**src/rtl/serial_adder.sv**
```systemverilog
// Bit-serial LSB-first adder: one full-adder slice plus a carry FF, reused over WIDTH cycles.
// Define SERIAL_ADDER_OVF_EN to build the signed-overflow flag; otherwise ovf is tied to 0.
module serial_adder #(
    parameter int WIDTH = 8
) (
    input  logic             clk,
    input  logic             rst_n,
    input  logic             start,
    input  logic [WIDTH-1:0] a,
    input  logic [WIDTH-1:0] b,
    input  logic             cin,
    output logic             busy,
    output logic             done,
    output logic [WIDTH-1:0] sum,
    output logic             cout,
    output logic             ovf
);

    localparam int CW = (WIDTH > 2) ? $clog2(WIDTH) : 1;
    localparam logic [CW-1:0] LAST = CW'(WIDTH - 1);

    typedef enum logic [1:0] {
        IDLE = 2'd0,
        RUN  = 2'd1,
        DONE = 2'd2
    } state_t;

    // start is accepted only in IDLE; done is a one-cycle pulse in DONE.
    state_t           state;
    logic [WIDTH-1:0] a_sh;
    logic [WIDTH-1:0] b_sh;
    logic [WIDTH-1:0] r_sh;
    logic             carry;
    logic [CW-1:0]    cnt;

    logic             s_bit;
    logic             c_next;
    logic [WIDTH-1:0] r_next;

    assign s_bit  = a_sh[0] ^ b_sh[0] ^ carry;
    assign c_next = (a_sh[0] & b_sh[0]) | (a_sh[0] & carry) | (b_sh[0] & carry);
    assign r_next = {s_bit, r_sh[WIDTH-1:1]};

`ifdef SERIAL_ADDER_OVF_EN
    logic ovf_q;
    assign ovf = ovf_q;
`else
    assign ovf = 1'b0;
`endif

    always_ff @(posedge clk or negedge rst_n) begin
        if (!rst_n) begin
            state <= IDLE;
            a_sh  <= '0;
            b_sh  <= '0;
            r_sh  <= '0;
            carry <= 1'b0;
            cnt   <= '0;
            busy  <= 1'b0;
            done  <= 1'b0;
            sum   <= '0;
            cout  <= 1'b0;
`ifdef SERIAL_ADDER_OVF_EN
            ovf_q <= 1'b0;
`endif
        end else begin
            case (state)
                IDLE: begin
                    if (start) begin
                        a_sh  <= a;
                        b_sh  <= b;
                        carry <= cin;
                        cnt   <= '0;
                        busy  <= 1'b1;
                        state <= RUN;
                    end
                end
                RUN: begin
                    carry <= c_next;
                    r_sh  <= r_next;
                    a_sh  <= a_sh >> 1;
                    b_sh  <= b_sh >> 1;
                    cnt   <= cnt + CW'(1);
                    if (cnt == LAST) begin
                        sum   <= r_next;
                        cout  <= c_next;
`ifdef SERIAL_ADDER_OVF_EN
                        // On the last bit, carry is the carry into the MSB slice.
                        ovf_q <= carry ^ c_next;
`endif
                        done  <= 1'b1;
                        busy  <= 1'b0;
                        state <= DONE;
                    end
                end
                DONE: begin
                    done  <= 1'b0;
                    state <= IDLE;
                end
                default: begin
                    state <= IDLE;
                end
            endcase
        end
    end

endmodule

```
**config.mk**
```make
export PLATFORM = sky130hd
export DESIGN_NAME = serial_adder
export DESIGN_NICKNAME = d
export VERILOG_FILES = /design/src/rtl/serial_adder.sv
export SDC_FILE = /design/constraint.sdc
export NUM_CORES = 1
export LEC_CHECK = 0
export CORE_MARGIN = 1
export CORE_UTILIZATION = 51
export CTS_BUF_LIST = sky130_fd_sc_hd__clkbuf_16
export DETAILED_ROUTE_END_ITERATION = 10
export GPL_ROUTABILITY_DRIVEN = 0
export PLACE_DENSITY = 0.86
export SLEW_MARGIN = 30
export SYNTH_ARGS = -nofsm -noshare
export SYNTH_HDL_FRONTEND = slang
export SYNTH_SLANG_ARGS = --single-unit
```
**constraint.sdc**
```tcl
create_clock -name clk -period 1.6 [get_ports clk]
set_input_delay 0.32 -clock clk [delete_from_list [all_inputs] [get_ports clk]]
set_output_delay 0.32 -clock clk [all_outputs]
set_load 0.02 [all_outputs]
```
Word-level counts from Yosys, hierarchy flattened
Cells that the tools add are included.

word-level totals
  flip-flop bits (word level) = 41
  input port bits = 20

cells by class
  add/sub/neg operators = 1
  equal/unequal tests = 5
  mux-type cells = 16
  bitwise gates (word level) = 7
  reductions and logical operators = 8

operators by type and width
  operator               count
  $pmux W8 S2            2
  $mux W8                2
  $reduce_and A2 Y1      4
  $pmux W1 S2            3
  $pmux W3 S2            1
  $mux W1                4
  $mux W2                2
  $ne A2 B2 Y1 const B   2
  $pmux W2 S2            1
  $reduce_bool A2 Y1     2
  $add A3 B1 Y3 const B  1
  $and A1 B1 Y1          3
  $eq A3 B3 Y1 const B   1
  $mux W3                1
  $reduce_and A3 Y1      1
  $eq A2 B1 Y1 const B   1
  $eq A2 B2 Y1 const B   1
  $logic_not A2 Y1       1
  $or A1 B1 Y1           2
  $xor A1 B1 Y1          2

Logic depth before layout (Yosys ltp)
Gate-level depths: netlist (run 1).

  depth after elaboration = 4
  gate-level depth with buffers = 5

Worst setup path before layout (run 1)
No wires, ideal clock.

  path kind = register to register
  from = reg cnt[0]
  to = reg cout
  arrival = 1.242 ns
  path slack = 0.233 ns
  stages on the path, launching flop included = 5
  clock period less this slack = 1.367 ns
  path through = dfrtp_1 ha_1 ha_1 nand2_8 mux2_4

on the way
  cells in the longest elaborated chain, start to end = 2

ends and longest elaborated chain
  element                             line  source
  start: declaration                  34    logic [CW-1:0] cnt;
  start signal: assignment            83    cnt <= cnt + CW'(1);
  $eq A3 B3 Y1                        84    if (cnt == LAST) begin
  $reduce_and A2 Y1 (no source line)  n/a
  end signal: assignment              86    cout <= c_next;
  end: declaration                    15    output logic cout,

No other way between the ends.
A chain may end at the register's enable or synchronous reset.

Final worst setup path (run 1)
  from = reg sum[3]
  to = out sum[3]

RTL lines
  element                   line  source
  start: declaration        14    output logic [WIDTH-1:0] sum,
  start signal: assignment  85    sum <= r_next;

No word-level cell between the ends.

==> summary.txt, run 1 <==
Global route
  – Largest net degree at the start of global routing: 41
  – First-pass GRT wire length: around 5.7 mm
  – GRT Total Usage: between 20% and 30%
  – GRT overflow: 0
  – Initial antenna violation count: 0
  – Vias in the first global route: roughly 1200

Critical path
  – Setup crit end: sum[3]
  – Critical-path cell list: clkdlybuf4s50_1
  – CP endpoint kind: output port
  – Register-to-Register Setup Slack: ~120 ps
  – R2r endpoint: sum[1]
  – Required time of the critical path: 1280 ps
  – Largest stage delay on the critical path: 600 ps
  – Kind of cell adding the most delay to the critical path: buffers and inverters
  – Buf+Inv Stages, Crit Path: 1
  – Critical-path top delay cell: clkdlybuf4s50_1
  – Critical path depth: 1
  – Critical Path Source Type: flop
  – Worst Path Arrival: 1230 ps
  – Launching point of the worst reg2reg path: cnt[0]
  – Critical Path Fanout Max: 2
  – Critical path origin: sum[3]
  – R2r worst-path depth: 4
  – Critical path class: flop to output port

CTS
  – Clock latency on the worst-skew pair: 280 ps
  – Clock Pin Slew Worst Setup and Hold Paths: 60 ps
  – H-tree depth: 2
  – CTS tree: built
  – Root buffer selected by CTS: clkbuf_16
  – Num CTS Buffers: 5
  – Sink Count: 40
  – Post-CTS setup buffer count: 0
  – Clk buf depth: 2

Synthesis
  – Yosys warns: 0
  – Synth Area in Compound Gates: approximately a fifth
  – Register area share after synthesis: between 50% and 60%
  – Synth Area in Adders: 2.562%
  – Yosys cell types: 25
  – Mapped Cells: 152
  – Yosys reg bits: 40
  – Main combinational cell family by area after synthesis: compound AO/OA/AOI/OAI gates
  – Area share of and/or/nand/nor cells after synthesis: 9.110%
  – Netlist Area Pre-Place: approximately 0.0018 mm2
  – Mean Syn Cell Area: between 10 and 15 um2
  – Post-Synth XOR/XNOR Area: 0%
  – Post-synthesis mux area share: 7.687%
  – Syn nets: 175

STA
  – Skew final: 5.560 ps
  – Sum Neg Setup Slack: 0 ps
  – Fin Hold WS: 98.23 ps
  – Final setup viols: 0
  – Period utilization: 97.13%
  – Min cycle time layout: ~1600 ps
  – Slew Limit Fails: 0
  – F_max: 643.5 MHz
  – Unrepaired setup endpoints after global routing: false
  – Final Hold Vio Count: 0

Power
  – Leakage: 1.071 nW
  – Final Power: 4.981 mW
  – VDD IR-drop max: 1.296 mV
  – Pwr dens: 2168 mW/mm2

Die
  – Die width: 60.71 um
  – Site Rows: 20
  – Core area: between 0.003 and 0.004 mm2
  – Boundary pin count: 32
  – Initial Utilization: 55.75%
  – Die height: roughly 61 um
  – Die area: 0.003686 mm2

Drt
  – Routed Antenna Nets: 0
  – Total Routed Length: roughly 3.7 mm
  – DR DRC count: 0
  – Initial DRC count: 52
  – DR pass1 iterations: 4
  – DR vias: 1319
  – Detailed-route vias per instance: 5.811
  – Wire per inst: around 16 um

Layout
  – Area grow syn2layout: 30.68%
  – Final Net Count: 205
  – Commonest cells after routing, fill and taps aside: dfrtp_1 (40), o22ai_1 (25), nand2_1 (23), clkdlybuf4s50_1 (23), a21oi_1 (14)
  – Most common cell after layout, fill and taps aside: dfrtp_1
  – # diodes: 0
  – Layout cells sized above 1: 14.21%

Hold path
  – Hold WC Path Type: input pin to asynchronous set/reset pin

Flow run
  – Max_cap viols: 0

Run status
  – Status: completed

Place
  – Port Buf Inserts: 30
  – Dpl hpwl: about 2.5 mm
-- stage by stage --
step / setup slack, ps / util, % / cell area, um2 / std cells
after floorplan: 232.8 / - / 1758 / 152
after global placement: 29.80 / 65.67 / 2071 / 219
after detailed placement: -27.22 / 65.67 / 2071 / 219
after CTS: 5.164 / 72.46 / 2285 / 227
after global routing: 0.6176 / 72.86 / 2297 / 227
final: 45.89 / 72.86 / 2297 / 227
-- report_power, final --
group / switching [mW] / internal (mW) / total (mW)
Combinational: 0.843 / 0.876 / 1.72
Clock: 0.386 / 1.05 / 1.44
Sequential: 0.345 / 1.48 / 1.83
Total: 1.57 / 3.41 / 4.98
-- registers in the layout, indices dropped and copies added (netlist names) --
signal and cells:
a_sh 8, b_sh 8, busy 1, carry 1, cnt 3, cout 1, done 1, r_sh 7
state 2, sum 8
-- worst register-to-register path, delay by kind of cell, from the launching register on --
| family | cells | cell delay (ps) |
|---|---|---|
| adder cells (fa/ha/maj) | 2 | 500 |
| flip-flops | 1 | 400 |
| multiplexers | 1 | 310 |
| AND/OR/NAND/NOR | 1 | 160 |
-- logic make-up after synthesis --
| group | count (synthesis) |
|---|---|
| DFF | 40 |
| adders and majority gates | 3 |
| buffers and inverters | 15 |
| muxes | 9 |
| other | 1 |
| AOI/OAI and AO/OA | 52 |
| and+or+nand+nor | 32 |
-- per-layer routing --
layer,wire (um),part of all wire [%],vias up,global-route usage [%]
li1,-,-,605,-
met1,1528,42,668,25.81
met2,1891,52,42,39.40
met3,190,5.2,4,7.249
met4,41,1.1,0,8.766
met5,0,0,-,0
-- layout make-up --
cell class / count / area, um2
clock inverter: 3 / 90.09
timing repair buffer: 34 / 336.6
inverter: 4 / 15.01
clock buffer: 5 / 125.1
tap: 44 / 55.05
fill: 241 / 855.8
sequential: 40 / 1001
multi-input combinational: 97 / 674.4
-- Yosys cell counts --
cell | instances | area [um2]
a21oi_1 | 14 | 70.07
a22o_1 | 4 | 35.03
a2bb2oi_1 | 3 | 26.28
buf_2 | 6 | 30.03
buf_4 | 1 | 7.510
buf_6 | 2 | 22.52
clkbuf_1 | 2 | 7.510
conb_1 | 1 | 3.750
dfrtp_1 | 40 | 1001
fa_1 | 1 | 20.02
ha_1 | 2 | 25.02
inv_1 | 3 | 11.26
inv_2 | 1 | 3.750
mux2_4 | 9 | 135.1
nand2_1 | 23 | 86.33
nand2_8 | 1 | 20.02
nand2b_1 | 3 | 18.77
nor2_1 | 3 | 11.26
nor2b_4 | 1 | 13.76
o21ai_0 | 3 | 15.01
o21bai_1 | 1 | 7.510
o221a_2 | 1 | 11.26
o22ai_1 | 25 | 156.4
o2bb2ai_1 | 1 | 8.760
or4b_1 | 1 | 10.01
-- worst min-delay path by stage --
stage	from	end	slack, ps	depth (start not counted)
3_5_place_dp	rst_n	sum[1]	400	2
5_1_grt	rst_n	sum[2]	150	2
6_report	rst_n	sum[2]	100	2
2_1_floorplan	rst_n	a_sh[0]	20	0
3_3_place_gp	rst_n	sum[0]	390	2
4_1_cts	rst_n	sum[2]	110	2
-- what timing repair did --
item	CTS	global route
gates resized for setup	1	5
hold buffers	0	0
endpoints found under the setup margin	1	5
Note: power is estimated with default switching activity, not from simulation.
==> inputs of run 2 (changes only) <==
==> constraint.sdc (replaced) <==
create_clock -name clk -period 1.5 [get_ports clk]
set_input_delay 0.3 -clock clk [delete_from_list [all_inputs] [get_ports clk]]
set_output_delay 0.3 -clock clk [all_outputs]
set_load 0.02 [all_outputs]
==> run 2 against run 1 <==
Effect of this change: sequential cell count unchanged; wire length fell by 2.5%; clock-buffer cell count is the same; largest power group unchanged.
==> summary.txt, run 2 (synthesis gave the netlist of run 1 again) <==
CTS
  – Sink Count: 40
  – CTS tree: built
  – Post-CTS setup buffer count: 0
  – Clock latency on the worst-skew pair: between 200 and 300 ps
  – Root buffer selected by CTS: clkbuf_16
  – Clk buf depth: 2
  – Num CTS Buffers: 5
  – Clock Pin Slew Worst Setup and Hold Paths: 60 ps
  – H-tree depth: 2

Drt
  – DR pass1 iterations: 4
  – Wire per inst: 15.41 um
  – DR vias: between 1000 and 1500
  – Routed Antenna Nets: 0
  – DR DRC count: 0
  – Detailed-route vias per instance: ~5.6
  – Initial DRC count: 40
  – Total Routed Length: 3.560 mm

Critical path
  – Launching point of the worst reg2reg path: cnt[0]
  – R2r worst-path depth: 4
  – Register-to-Register Setup Slack: between 100 and 150 ps
  – Critical path class: flop to flop
  – Critical Path Fanout Max: 10
  – Required time of the critical path: 1670 ps
  – R2r endpoint: sum[1]
  – Worst Path Arrival: 1560 ps
  – CP endpoint kind: flop
  – Critical Path Source Type: flop

Global route
  – First-pass GRT wire length: 5.934 mm
  – GRT overflow: 0
  – Largest net degree at the start of global routing: 26
  – Initial antenna violation count: 0
  – GRT Total Usage: 22.76%
  – Vias in the first global route: 1292

STA
  – Skew final: 5.434 ps
  – Fin Hold WS: 464.7 ps
  – Final setup viols: 0
  – Min cycle time layout: 1389 ps
  – F_max: 719.7 MHz
  – Sum Neg Setup Slack: 0 ps
  – Period utilization: 92.63%
  – Final Hold Vio Count: 0
  – Unrepaired setup endpoints after global routing: false
  – Slew Limit Fails: 0
  – Worst setup margin: ~110 ps

Power
  – Clock power frac: 24.2%
  – Internal power: 3.263 mW
  – VDD IR-drop max: 1.217 mV
  – Combinational power share: 36.5%
  – Pwr dens: 2179 mW/mm2
  – Leakage: 1.034 nW
  – Switching portion of total power: 34.16%
  – Psw: 1.693 mW
  – Flop pwr share: between 30% and 40%
  – Final Power: 4.956 mW

Die
  – Site Rows: 20
  – Die width: 60.71 um
  – Core area: 0.003153 mm2
  – Boundary pin count: 32
  – Initial Utilization: 55.75%
  – Die height: 60.71 um
  – Die area: approximately 0.0037 mm2

Place
  – Port Buf Inserts: 30
  – Place WS: -180.9 ps
  – Dpl hpwl: 2.547 mm

Layout
  – Final Net Count: 209
  – Layout fillers: 255
  – Top Registers: a_sh (8), b_sh (8), sum (8)
  – Area grow syn2layout: 29.39%
  – Commonest cells after routing, fill and taps aside: dfrtp_1 (40), o22ai_1 (25), nand2_1 (23), clkdlybuf4s50_1 (18), a21oi_1 (14)
  – # diodes: 0
  – Layout cells sized above 1: 16.58%
  – Most common cell after layout, fill and taps aside: dfrtp_1

Hold path
  – Hold WC Path Type: input pin to asynchronous set/reset pin

Run status
  – Status: completed

Flow run
  – Max_cap viols: 0
## run 2: changes by cell type in the layout (fill, tap and decap cells not counted), sizes merged
cell	change
buf	+3
bufinv	-2
clkdlybuf4s50	-5
clkinv	+1
clkinvlp	+1
dlygate4sd2	+10
dlygate4sd3	+1
dlymetal6s2s	-5
## run 2: metrics by stage
step	area (um2)	cells	util [%]
after floorplan	1758	152	-
after global placement	2106	222	66.79
after detailed placement	2106	222	66.79
after CTS	2270	231	71.98
after global routing	2275	231	72.14
final	2275	231	72.14
## run 2: area by class of cell
class	instances	area, um2	area share [%]
tap	44	55.05	2.420
clock buffer	5	125.1	5.501
multi-input combinational	97	679.4	29.87
inverter	4	15.01	0.6601
sequential	40	1001	44.00
clock inverter	3	42.54	1.870
timing repair buffer	38	356.6	15.68
## run 2: how the worst max path moves through the flow
stage | slack (ps) | cells past startpoint | to | startpoint
floorplan | 130 | 4 | cout | cnt[0]
global placement | -80 | 5 | a_sh[4] | start
detailed placement | -180 | 4 | b_sh[2] | start
CTS | 20 | 4 | sum[1] | cnt[0]
global route | 20 | 5 | a_sh[5] | start
finish | 110 | 4 | sum[1] | cnt[0]
## run 2: critical path: stages, from the launching register on
cell and delay [ps]:
dfrtp_1 400, ha_1 210, ha_2 220, nand2_8 130, mux2_4 310
## run 2: power groups by stage
stage	sequential (mW)	clock (mW)	combinational, mW
after floorplan	2.02	0	1.20
after global placement	1.93	0	1.82
after detailed placement	1.97	0	1.91
after CTS	1.95	1.23	1.82
after global routing	2.01	1.27	1.99
final	1.95	1.20	1.81
## run 2: timing repair
item | in CTS | in global routing
endpoints found under the hold margin | 15 | 0
endpoints found under the setup margin | 11 | 21
gates resized for setup | 11 | 2
hold buffers | 1 | 0
## run 2: routing by layer
metal  track usage, %  up-vias  wire length (um)
met3            8.102        4               181
met5                0        -                 0
met1            26.93      622              1583
met4            7.792        0                38
li1                 -      616                 -
met2            38.62       47              1756
==> inputs of run 3 (changes only) <==
--- a/config.mk
+++ b/config.mk
@@ -5,6 +5,8 @@
 export SDC_FILE = /design/constraint.sdc
 export NUM_CORES = 1
 export LEC_CHECK = 0
+export CAP_MARGIN = 20
+export CORE_ASPECT_RATIO = 1.4
 export CORE_MARGIN = 1
 export CORE_UTILIZATION = 51
 export CTS_BUF_LIST = sky130_fd_sc_hd__clkbuf_16
==> run 3 against run 2 <==
Effect of this change: sequential cell count unchanged; largest power group unchanged; total power up 0.45%; non-clock buffer count down 1; combinational power about the same; wire length up 2.9%; highest routed layer unchanged; global-route usage down 0.19 points.
==> summary.txt, run 3 (synthesis gave the netlist of run 1 again) <==
Drt
  – DR vias: 1316
  – Wire per inst: 16.28 um
  – DR pass1 iterations: 4
  – DR DRC count: 0
  – Total Routed Length: 3.663 mm
  – Initial DRC count: 40
  – Detailed-route vias per instance: 5.849
  – Routed Antenna Nets: 0

CTS
  – Sink Count: 40
  – Root buffer selected by CTS: clkbuf_16
  – H-tree depth: 2
  – Post-CTS setup buffer count: 0
  – Clock Pin Slew Worst Setup and Hold Paths: 60 ps
  – Clock latency on the worst-skew pair: 280 ps
  – CTS tree: built
  – Num CTS Buffers: 5
  – Clk buf depth: 2

Global route
  – First-pass GRT wire length: 6.120 mm
  – Largest net degree at the start of global routing: 25
  – Vias in the first global route: 1298
  – GRT Total Usage: 22.57%
  – GRT overflow: 0
  – Initial antenna violation count: 0

Flow run
  – Max_cap viols: 0

Power
  – Flop pwr share: 39.4%
  – Leakage: 1.030 nW
  – VDD IR-drop max: 1.272 mV
  – Psw: ~1.7 mW
  – Switching portion of total power: roughly a third
  – Clock power frac: between 20% and 30%
  – Pwr dens: 2198 mW/mm2
  – Combinational power share: 36.2%
  – Internal power: 3.263 mW
  – Final Power: 4.979 mW

Die
  – Die height: ~71 um
  – Die area: between 0.003 and 0.004 mm2
  – Site Rows: 24
  – Core area: 0.003213 mm2
  – Die width: 51.62 um
  – Boundary pin count: 32
  – Initial Utilization: 54.71%

STA
  – Skew final: 3.513 ps
  – Final setup viols: 0
  – Worst setup margin: 121.1 ps
  – Slew Limit Fails: 0
  – Min cycle time layout: roughly 1400 ps
  – Final Hold Vio Count: 0
  – Unrepaired setup endpoints after global routing: false
  – Period utilization: 91.93%
  – F_max: between 700 and 800 MHz
  – Sum Neg Setup Slack: 0 ps

Place
  – Dpl hpwl: ~2.5 mm
  – Port Buf Inserts: 30
  – Place WS: -181.4 ps
  – Placed Instances: ~220

Critical path
  – CP endpoint kind: flop
  – Critical Path Source Type: flop
  – Critical-path cell list: ha_1 > ha_2 > nand2_8 > mux2_4
  – Required time of the critical path: 1670 ps
  – Critical Path Fanout Max: 10
  – Critical-path top delay cell: dfrtp_1
  – Worst Path Arrival: 1540 ps
  – Critical path class: flop to flop
  – Largest stage delay on the critical path: 390 ps

Layout
  – Commonest cells after routing, fill and taps aside: dfrtp_1 (40), o22ai_1 (25), nand2_1 (23), clkdlybuf4s50_1 (18), a21oi_1 (14)
  – Finished Layout Cells: roughly 230
  – Final Net Count: 208
  – Final core area utilization: 70.48%
  – Area grow syn2layout: 28.83%
  – Most common cell after layout, fill and taps aside: dfrtp_1
  – # diodes: 0
  – Layout cells sized above 1: 16.13%
  – Top Registers: a_sh (8), b_sh (8), sum (8)
  – Layout fillers: ~230

Run status
  – Status: completed

Hold path
  – Hold WC Path Type: input pin to asynchronous set/reset pin
==> run 3: changes by cell type in the layout (fill, tap and decap cells not counted) <==
cell	before	now
inv_6	0	1
clkinv_2	1	0
buf_4	6	5
==> run 3: routing by layer <==
| layer | wire length [um] | vias to the layer above | share of wire [%] | track usage [%] |
|---|---|---|---|---|
| met5 | 0 | - | 0 | 0 |
| met4 | 48 | 0 | 1.3 | 10.21 |
| met3 | 191 | 5 | 5.2 | 4.883 |
| met2 | 1946 | 58 | 53 | 36.65 |
| met1 | 1476 | 637 | 40 | 28.55 |
| li1 | - | 616 | - | - |
==> run 3: power by group through the flow <==
stage | registers (mW) | logic [mW] | clock network [mW]
global placement | 1.93 | 1.80 | 0
finish | 1.96 | 1.80 | 1.22
CTS | 1.96 | 1.81 | 1.24
detailed placement | 1.98 | 1.88 | 0
global route | 2.02 | 1.99 | 1.28
floorplan | 2.02 | 1.20 | 0
==> run 3: worst max-delay path, delay by kind of cell (launching register included) <==
family,cells,cell delay [ps]
adders and majority gates,2,420
DFF,1,390
muxes,1,310
and+or+nand+nor,1,130
==> run 3: final cells by class <==
| cell class | instances | area [um2] | share of cell area, % |
|---|---|---|---|
| Multi-Input combinational cell | 97 | 679.4 | 30.00 |
| Inverter | 4 | 15.01 | 0.6630 |
| Timing Repair Buffer | 37 | 349.1 | 15.41 |
| Clock buffer | 5 | 125.1 | 5.525 |
| Sequential cell | 40 | 1001 | 44.20 |
| Clock inverter | 3 | 46.29 | 2.044 |
| Tap cell | 39 | 48.80 | 2.155 |
==> run 3: worst paths after layout <==
kind                       slack [ps]     from       to  cells after the start
hold reg to reg                   490  r_sh[1]  r_sh[1]                      2
min in group clk                  490  r_sh[1]  r_sh[1]                      2
setup reg to reg                  120   cnt[0]   sum[1]                      4
hold / removal                    480    rst_n   sum[0]                      2
setup / recovery                  120   cnt[0]   sum[1]                      4
max in group asynchronous         560    rst_n    carry                      3
==> run 3: through the flow <==
step / cell area (um2) / hold slack [ps]
detailed placement: 2092 / 248.9
floorplan: 1758 / 4.409
finish: 2265 / 479.2
global placement: 2092 / 241.1
global route: 2265 / 521.2
CTS: 2260 / 486.2
==> run 3: timing repair <==
item	4_1_cts	5_1_grt
hold buffers	1	0
setup endpoints to repair	11	15
gates resized for setup	11	2
hold endpoints to repair	16	0
